`src/rtl/arb_pkg.sv`:
```
// Shared types and constants for the 8-requester arbiter.
// Hold-counter width is derived from the hold limit so it just covers 0..MAX_HOLD-1.
package arb_pkg;

  localparam int N_REQ = 8;
  localparam int IDX_W = 3;

  typedef enum logic {
    ST_IDLE = 1'b0,
    ST_BUSY = 1'b1
  } arb_state_e;

  function automatic int hcnt_w(input int max_hold);
    return (max_hold < 2) ? 1 : $clog2(max_hold);
  endfunction

endpackage

```
`src/rtl/prio_enc8.sv`:
```
// Combinational 8:3 priority encoder; the highest set index wins.
module prio_enc8
  import arb_pkg::*;
(
  input  logic [N_REQ-1:0] req_i,
  output logic [IDX_W-1:0] idx_o,
  output logic             vld_o
);

  // Ascending scan: later (higher) indices overwrite lower ones.
  always_comb begin
    idx_o = '0;
    vld_o = 1'b0;
    for (int i = 0; i < N_REQ; i++) begin
      if (req_i[i]) begin
        idx_o = IDX_W'(i);
        vld_o = 1'b1;
      end
    end
  end

endmodule

```
`src/rtl/req_arbiter8.sv`:
```
// Eight-requester grant/hold arbiter with optional round-robin rotation and hold limit.
// All outputs come straight from registers.
module req_arbiter8
  import arb_pkg::*;
#(
  parameter bit ROUND_ROBIN = 1'b1,
  parameter int MAX_HOLD    = 16
) (
  input  logic             clk,
  input  logic             rst,
  input  logic [N_REQ-1:0] req,
  input  logic             done,
  output logic [N_REQ-1:0] gnt,
  output logic [IDX_W-1:0] gnt_idx,
  output logic             gnt_vld,
  output logic             timeout
);

  localparam int HCNT_W = hcnt_w(MAX_HOLD);
  localparam logic [HCNT_W-1:0] HCNT_LAST = HCNT_W'(MAX_HOLD - 1);
  localparam bit HOLD_EN = (MAX_HOLD != 0);

  arb_state_e       state_q, state_d;
  logic [N_REQ-1:0] gnt_q, gnt_d;
  logic [IDX_W-1:0] idx_q, idx_d;
  logic             vld_q, vld_d;
  logic             to_q, to_d;
  logic [HCNT_W-1:0] hcnt_q, hcnt_d;

  logic [N_REQ-1:0] masked;
  logic [IDX_W-1:0] req_idx, msk_idx, winner;
  logic             req_vld, msk_vld;
  logic             rel_norm, rel_hold;

  // idx_q doubles as last_idx: the reported owner and the rotation pointer are the same value.
  assign masked = req & ((N_REQ'(1) << idx_q) - N_REQ'(1));

  prio_enc8 u_enc_req (
    .req_i (req),
    .idx_o (req_idx),
    .vld_o (req_vld)
  );

  prio_enc8 u_enc_msk (
    .req_i (masked),
    .idx_o (msk_idx),
    .vld_o (msk_vld)
  );

  assign winner   = (ROUND_ROBIN && msk_vld) ? msk_idx : req_idx;
  assign rel_norm = done || !req[idx_q];
  assign rel_hold = HOLD_EN && (hcnt_q == HCNT_LAST);

  always_comb begin
    state_d = state_q;
    gnt_d   = gnt_q;
    idx_d   = idx_q;
    vld_d   = vld_q;
    to_d    = 1'b0;
    hcnt_d  = hcnt_q;
    case (state_q)
      ST_IDLE: begin
        if (req_vld) begin
          state_d = ST_BUSY;
          vld_d   = 1'b1;
          gnt_d   = N_REQ'(1) << winner;
          idx_d   = winner;
          hcnt_d  = '0;
        end else begin
          vld_d = 1'b0;
          gnt_d = '0;
        end
      end
      ST_BUSY: begin
        if (hcnt_q != '1) hcnt_d = hcnt_q + HCNT_W'(1);
        // A timeout is flagged only when the hold limit is the sole reason to let go.
        if (rel_norm || rel_hold) begin
          state_d = ST_IDLE;
          vld_d   = 1'b0;
          gnt_d   = '0;
          to_d    = !rel_norm;
        end
      end
      default: begin
        state_d = ST_IDLE;
        vld_d   = 1'b0;
        gnt_d   = '0;
      end
    endcase
  end

  always_ff @(posedge clk) begin
    if (rst) begin
      state_q <= ST_IDLE;
      gnt_q   <= '0;
      idx_q   <= '0;
      vld_q   <= 1'b0;
      to_q    <= 1'b0;
      hcnt_q  <= '0;
    end else begin
      state_q <= state_d;
      gnt_q   <= gnt_d;
      idx_q   <= idx_d;
      vld_q   <= vld_d;
      to_q    <= to_d;
      hcnt_q  <= hcnt_d;
    end
  end

  assign gnt     = gnt_q;
  assign gnt_idx = idx_q;
  assign gnt_vld = vld_q;
  assign timeout = to_q;

endmodule

```
`config.mk`:
```
export PLATFORM = sky130hd
export DESIGN_NAME = req_arbiter8
export DESIGN_NICKNAME = d
export VERILOG_FILES = /design/src/rtl/arb_pkg.sv /design/src/rtl/prio_enc8.sv /design/src/rtl/req_arbiter8.sv
export SDC_FILE = /design/constraint.sdc
export NUM_CORES = 1
export LEC_CHECK = 0
export ABC_AREA = 1
export BUFFER_PORTS_ARGS = -buffer_cell sky130_fd_sc_hd__buf_2
export CORE_ASPECT_RATIO = 1.4
export CORE_UTILIZATION = 58
export DETAILED_ROUTE_END_ITERATION = 6
export GPL_ROUTABILITY_DRIVEN = 0
export MAX_ROUTING_LAYER = met4
export PLACE_DENSITY = 0.9
export REMOVE_ABC_BUFFERS = 1
export SYNTH_ARGS = -nofsm -noshare
export SYNTH_HDL_FRONTEND = slang
export SYNTH_SLANG_ARGS = --single-unit
```
`constraint.sdc`:
```
create_clock -name clk -period 3.2 [get_ports clk]
set_input_delay 0.64 -clock clk [delete_from_list [all_inputs] [get_ports clk]]
set_output_delay 0.64 -clock clk [all_outputs]
set_load 0.02 [all_outputs]
```
==> results.sh, run 1 <==
export IMPL_status="complete, no violations"
export IMPL_synthToLayoutAreaGrowth_pct=12.8
export IMPL_skew_ns=0.00101
export IMPL_ant_nets=0
export IMPL_nNetsFinal=207
export IMPL_synth_adder_area_share=0.0213
export IMPL_fin_crit_ns=2.25
export IMPL_reg2reg_depth=11
export IMPL_start_util=0.645
export IMPL_ys_types=26
export IMPL_p_seq_frac=0.263
export IMPL_synth_xor_area_share=0.00744
export IMPL_synth_simple_area_share=0.424
export IMPL_max_slew_worst_pin_slew_ns=0.471
export IMPL_syn_cell_area_um2=1180
export IMPL_dieArea_um2=2220
export IMPL_hold_buffers=0
export IMPL_grt_max_degree=16
export IMPL_fmaxAchievable_mhz=445
export IMPL_end_kind="flop"
export IMPL_track_usage=0.282
export IMPL_diodes=0
export IMPL_rows=18
export IMPL_synth_warnings=0
export IMPL_p_sw_frac=0.531
export IMPL_die_w_um=40.1
export IMPL_numCtsBuffers=3
export IMPL_drv_slew=0
export IMPL_stdcell_count=213
export IMPL_cp_required_ns=3.42
export IMPL_synth_area_leaders="dfxtp_1 31%, nand2_1 12%, nand3_1 8.5%"
export IMPL_cts_setup_buffers=0
export IMPL_drc=0
export IMPL_yosysTopAreaCell="dfxtp_1"
export IMPL_antenna_found_initial=0
export IMPL_power_frac_comb=0.636
export IMPL_wl_per_cell_um=12.9
export IMPL_clock_power_share=0.101
export IMPL_hold_violations=0
export IMPL_intPower_mw=0.637
export IMPL_layout_drive_gt1_share=0.301
export IMPL_relSlewSlack=0.686
export IMPL_worstSetupPathType="flop to flop"
export IMPL_p_leak_nw=0.635
export IMPL_clk_pin_slew_worst_paths_ns=0.10
export IMPL_power_total_mw=1.36
export IMPL_dr_pass1_iters=4
export IMPL_synth_compound_area_frac=0.152
export IMPL_postSynthCellCount=169
export IMPL_rr_startpoint="gnt_idx[1]"
export IMPL_hold_end="gnt[6]"
export IMPL_min_delay_start="gnt[6]"
export IMPL_wirelength_um=2750
export IMPL_finalSetupViolCount=0
export IMPL_die_h_um=55.3
export IMPL_min_path_type="flop to flop"
export IMPL_ys_ff_latch=18
export IMPL_clockRootBuffer="clkbuf_4"
export IMPL_power_switching_mw=0.720
export IMPL_dp_cells=209
export IMPL_min_path_cells=2
export IMPL_clockBufferDepth=2
export IMPL_core_area_um2=1820
export IMPL_synth_top_cell_area_share=0.306
export IMPL_r2r_slack_ns=0.95
export IMPL_crit_arrival_ns=2.47
export IMPL_numPortBuffers=23
export IMPL_num_io_pins=24
export IMPL_crit_path_max_fanout=11
export IMPL_grt_pass1_vias=1145
export IMPL_globalRoute_totalOverflow=0
export IMPL_fin_crit_sh=0.702
export IMPL_rr_endpoint="gnt[7]"
export IMPL_htreeDepth=1
export IMPL_worst_ir_drop_vdd_mv=0.789
export IMPL_drv_cap=0
export IMPL_cts_resized=0
export IMPL_rsz0062_at_grt="false"
export IMPL_syn_avg_cell_area_um2=6.97
export IMPL_clock_latency_ns=0.28
export IMPL_drt_iter0_drc=34
export IMPL_ys_seq_area_frac=0.306
export IMPL_startpoint_type="flop"
export IMPL_via_count=1225
export IMPL_final_setup_tns_ns=0
export IMPL_p_per_area_nw_per_um2=1020
export IMPL_critPathLaunch="gnt_idx[1]"
export IMPL_synth_top_family_by_area="simple AND/OR/NAND/NOR gates"
export IMPL_grt_pass1_wl_um=4550
export IMPL_dp_hpwl_um=2150
export IMPL_cts_tree="done"
export IMPL_synth_mux_area_frac=0
export IMPL_viasPerCell=5.75
export IMPL_clock_sinks=18
==> cell usage after synthesis (all sizes together) <==
| cell | instances |
|---|---|
| ha | 2 |
| xnor2 | 1 |
| o21a | 1 |
| clkbuf | 1 |
| nand2 | 47 |
| nand3 | 25 |
| o21ai | 6 |
| nor2 | 12 |
| dfxtp | 18 |
| o21bai | 1 |
| inv | 21 |
| or2 | 1 |
| nor4 | 1 |
| nand4 | 9 |
| buf | 2 |
| a21oi | 20 |
| nor3 | 1 |
==> kinds of logic (layout without fill, tap and decap cells) <==
group,after synthesis,in the layout
adders and majority gates,2,2
buffers and inverters,24,48
xor gates and xnor gates,1,1
DFF,18,18
AOI/OAI and AO/OA,28,28
and+or+nand+nor,96,96
==> stage by stage <==
step / hold WS [ns] / util / instance area, um2 / setup WS, ns
6_report: 0.467 / 0.728 / 1330 / 0.953
5_1_grt: 0.498 / 0.728 / 1330 / 0.707
2_1_floorplan: 0.450 / - / 1150 / 1.16
4_1_cts: 0.471 / 0.728 / 1330 / 0.961
3_3_place_gp: 0.447 / 0.708 / 1290 / 1.11
3_5_place_dp: 0.455 / 0.708 / 1290 / 1.00
==> how the worst max path moves through the flow <==
stage | endpoint | slack (ns) | cells past startpoint
finish | gnt[7] | 0.95 | 11
CTS | gnt[7] | 0.96 | 11
global route | gnt[5] | 0.71 | 13
global placement | gnt[1] | 1.11 | 12
detailed placement | gnt[7] | 1.0 | 11
floorplan | gnt[7] | 1.16 | 11
==> routing by layer <==
layer | track usage | part of all wire
met4 | 0.0739 | 0.015
met5 | - | 0
met2 | 0.500 | 0.54
met3 | 0.0161 | 0.036
met1 | 0.318 | 0.41
==> cell type report <==
class,instances,area (um2)
Timing Repair Buffer,23,115
Fill cell,153,497
Inverter,21,78.8
Sequential cell,18,360
Tap cell,20,25.0
Clock buffer,4,36.3
Multi-Input combinational cell,127,712
==> flip-flops by register name, summed over array words and instances, names as in the netlist <==
signal   flops
state_q      1
gnt_idx      3
gnt_vld      1
gnt          8
hcnt_q       4
timeout      1
==> cells in the final DEF, fill, tap and decap left out, types with 2 or more instances in the layout <==
cell type / n
inv_2: 5
clkbuf_4: 3
a21oi_1: 15
nand2_2: 9
nor2_4: 2
nand2_1: 38
nand3_1: 20
nor2_2: 4
nand4_1: 8
a21oi_4: 2
buf_2: 23
inv_1: 16
o21ai_0: 5
dfxtp_1: 18
ha_1: 2
nand3_2: 5
a21oi_2: 3
nor2_1: 6
==> power by group through the flow <==
stage	clock network, mW	registers [mW]	logic [mW]
CTS	0.142	0.356	0.858
global placement	0	0.355	0.832
global route	0.148	0.366	0.964
finish	0.137	0.357	0.863
floorplan	0	0.417	0.611
detailed placement	0	0.362	0.850
==> critical path, stage by stage, from the launching register on <==
cell	delay (ns)
dfxtp_1	0.63
inv_2	0.15
nand3_1	0.11
ha_1	0.27
nand3_1	0.12
nand3_2	0.14
nand2_2	0.08
nor2_2	0.17
nand3_2	0.13
a21oi_2	0.15
nand3_1	0.09
a21oi_1	0.15
Power figures use the tool's default switching activity.
==> inputs of run 2 (changes only) <==
--- a/config.mk
+++ b/config.mk
@@ -8,11 +8,11 @@
 export ABC_AREA = 1
 export BUFFER_PORTS_ARGS = -buffer_cell sky130_fd_sc_hd__buf_2
 export CORE_ASPECT_RATIO = 1.4
-export CORE_UTILIZATION = 58
+export CORE_UTILIZATION = 48
 export DETAILED_ROUTE_END_ITERATION = 6
 export GPL_ROUTABILITY_DRIVEN = 0
 export MAX_ROUTING_LAYER = met4
-export PLACE_DENSITY = 0.9
+export PLACE_DENSITY = 0.8
 export REMOVE_ABC_BUFFERS = 1
 export SYNTH_ARGS = -nofsm -noshare
 export SYNTH_HDL_FRONTEND = slang
==> constraint.sdc (replaced) <==
create_clock -name clk -period 1.85 [get_ports clk]
set_input_delay 0.37 -clock clk [delete_from_list [all_inputs] [get_ports clk]]
set_output_delay 0.37 -clock clk [all_outputs]
set_load 0.02 [all_outputs]
==> run 2 against run 1 <==
Net effect:
- total power rose by 88%
- critical endpoint is now gnt[4]
- the run now ends with design-rule violations left
- clock skew increased by 0.0027 ns
- highest routed layer unchanged
- largest power group unchanged
- first-iteration DRC count fell by 2.9%
==> results.sh, run 2 (synthesis results as in run 1) <==
export IMPL_final_setup_worst_slack_ns=0.0580
export IMPL_drt_iter0_drc=33
export IMPL_htreeDepth=1
export IMPL_end_kind="flop"
export IMPL_ff_latch_area_um2=364
export IMPL_globalRoute_totalOverflow=0
export IMPL_grt_max_degree=16
export IMPL_num_io_pins=24
export IMPL_wl_per_cell_um=13.1
export IMPL_cts_tree="done"
export IMPL_worst_ir_drop_vdd_mv=0.895
export IMPL_clk_pin_slew_worst_paths_ns=0.09
export IMPL_worstSetupPathType="flop to flop"
export IMPL_hold_violations=0
export IMPL_clockBufferDepth=2
export IMPL_diodes=0
export IMPL_relSlewSlack=0.815
export IMPL_p_sw_frac=0.526
export IMPL_fin_crit_ns=1.79
export IMPL_crit_arrival_ns=2.01
export IMPL_via_count=1243
export IMPL_grt_pass1_vias=1099
export IMPL_fin_crit_sh=0.969
export IMPL_dr_pass1_iters=6
export IMPL_rows=20
export IMPL_p_per_area_nw_per_um2=1820
export IMPL_numCtsBuffers=3
export IMPL_r2r_slack_ns=0.06
export IMPL_p_seq_frac=0.220
export IMPL_core_area_um2=2250
export IMPL_violations="design-rule violations"
export IMPL_intPower_mw=1.21
export IMPL_mostFrequentLayoutCell="nand2_1"
export IMPL_final_cell_mix="37 x nand2_1, 23 x buf_2, 18 x nand3_1"
export IMPL_drc=2
export IMPL_die_h_um=60.6
export IMPL_rr_endpoint="gnt[4]"
export IMPL_dieArea_um2=2660
export IMPL_largest_register_ff_count=8
export IMPL_final_setup_tns_ns=0
export IMPL_start_util=0.523
export IMPL_rsz0062_at_grt="true"
export IMPL_dp_hpwl_um=2120
export IMPL_finalSetupViolCount=0
export IMPL_grt_pass1_wl_um=4400
export IMPL_nFillCells=208
export IMPL_power_switching_mw=1.34
export IMPL_crit_path_max_fanout=5
export IMPL_status="finished with violations"
export IMPL_critPathLaunch="gnt_idx[1]"
export IMPL_drv_cap=0
export IMPL_min_path_cells=4
export IMPL_post_place_ws_ns=-0.0180
export IMPL_antenna_found_initial=0
export IMPL_skew_ns=0.00366
export IMPL_clock_sinks=18
export IMPL_reg2reg_depth=9
export IMPL_cts_setup_buffers=0
export IMPL_min_path_type="input pin to flop"
export IMPL_clockRootBuffer="clkbuf_4"
export IMPL_multi_input_area_um2=758
export IMPL_clock_latency_ns=0.28
export IMPL_die_w_um=43.9
export IMPL_nNetsFinal=212
export IMPL_cp_required_ns=2.07
export IMPL_rr_startpoint="gnt_idx[1]"
export IMPL_synthToLayoutAreaGrowth_pct=19.2
export IMPL_wirelength_um=2870
export IMPL_cp_endpoint="gnt[4]"
export IMPL_viasPerCell=5.68
export IMPL_layout_drive_gt1_share=0.360
export IMPL_fmaxAchievable_mhz=558
export IMPL_max_slew_worst_pin_slew_ns=0.278
export IMPL_p_leak_nw=0.662
export IMPL_drv_slew=0
export IMPL_numPortBuffers=23
export IMPL_hold_buffers=0
export IMPL_power_frac_comb=0.709
export IMPL_track_usage=0.223
export IMPL_startpoint_type="flop"
export IMPL_clock_power_share=0.071
export IMPL_ant_nets=0
## run 2: cell type report
cell class	instances	area share
Inverter	21	0.0561
Multi-Input combinational cell	127	0.540
Timing Repair Buffer	28	0.109
Sequential cell	18	0.259
Clock buffer	3	0.0160
Tap cell	22	0.0196
## run 2: repair_timing
| item | in CTS | in global routing |
|---|---|---|
| endpoints found under the hold margin | 0 | 0 |
| pin swaps | 0 | 2 |
| endpoints found under the setup margin | 5 | 10 |
| gates resized for setup | 3 | 10 |
## run 2: how the worst min path moves through the flow
stage,start,endpoint,slack [ns]
floorplan,rst,gnt[0],0.44
CTS,done,timeout,0.40
global route,done,timeout,0.41
finish,done,timeout,0.41
global placement,gnt_vld,gnt_vld,0.45
detailed placement,gnt_vld,gnt_vld,0.45
## run 2: power by group through the flow
stage | sequential (mW) | combinational, mW | clock (mW)
2_1_floorplan | 0.721 | 1.06 | 0
3_5_place_dp | 0.561 | 1.63 | 0
4_1_cts | 0.554 | 1.66 | 0.188
5_1_grt | 0.573 | 1.98 | 0.200
6_report | 0.560 | 1.81 | 0.181
3_3_place_gp | 0.555 | 1.58 | 0
## run 2: layer usage
| metal | wire length, um | share of wire | GRT usage |
|---|---|---|---|
| met5 | 0 | 0 | - |
| met2 | 1560 | 0.54 | 0.414 |
| met4 | 83 | 0.029 | 0.113 |
| met3 | 91 | 0.032 | 0.0119 |
| met1 | 1140 | 0.40 | 0.237 |
## run 2: critical path, stage by stage, from the launching register on
cell and delay [ns]:
dfxtp_2 0.35, nor2_4 0.11, nand2_2 0.08, ha_4 0.27, nor2_2 0.05, a21oi_2 0.19, nand4_1 0.18, a21oi_2 0.25
nand4_1 0.12, a21oi_1 0.13
## run 2: per-stage QoR
| stage | hold slack (ns) | instances | total power [mW] | utilization | cell area [um2] |
|---|---|---|---|---|---|
| detailed placement | 0.454 | 216 | 2.19 | 0.591 | 1330 |
| finish | 0.413 | 219 | 2.55 | 0.623 | 1400 |
| CTS | 0.403 | 219 | 2.41 | 0.605 | 1360 |
| global placement | 0.448 | 216 | 2.13 | 0.591 | 1330 |
| global route | 0.412 | 219 | 2.75 | 0.623 | 1400 |
| floorplan | 0.439 | 166 | 1.78 | - | 1150 |
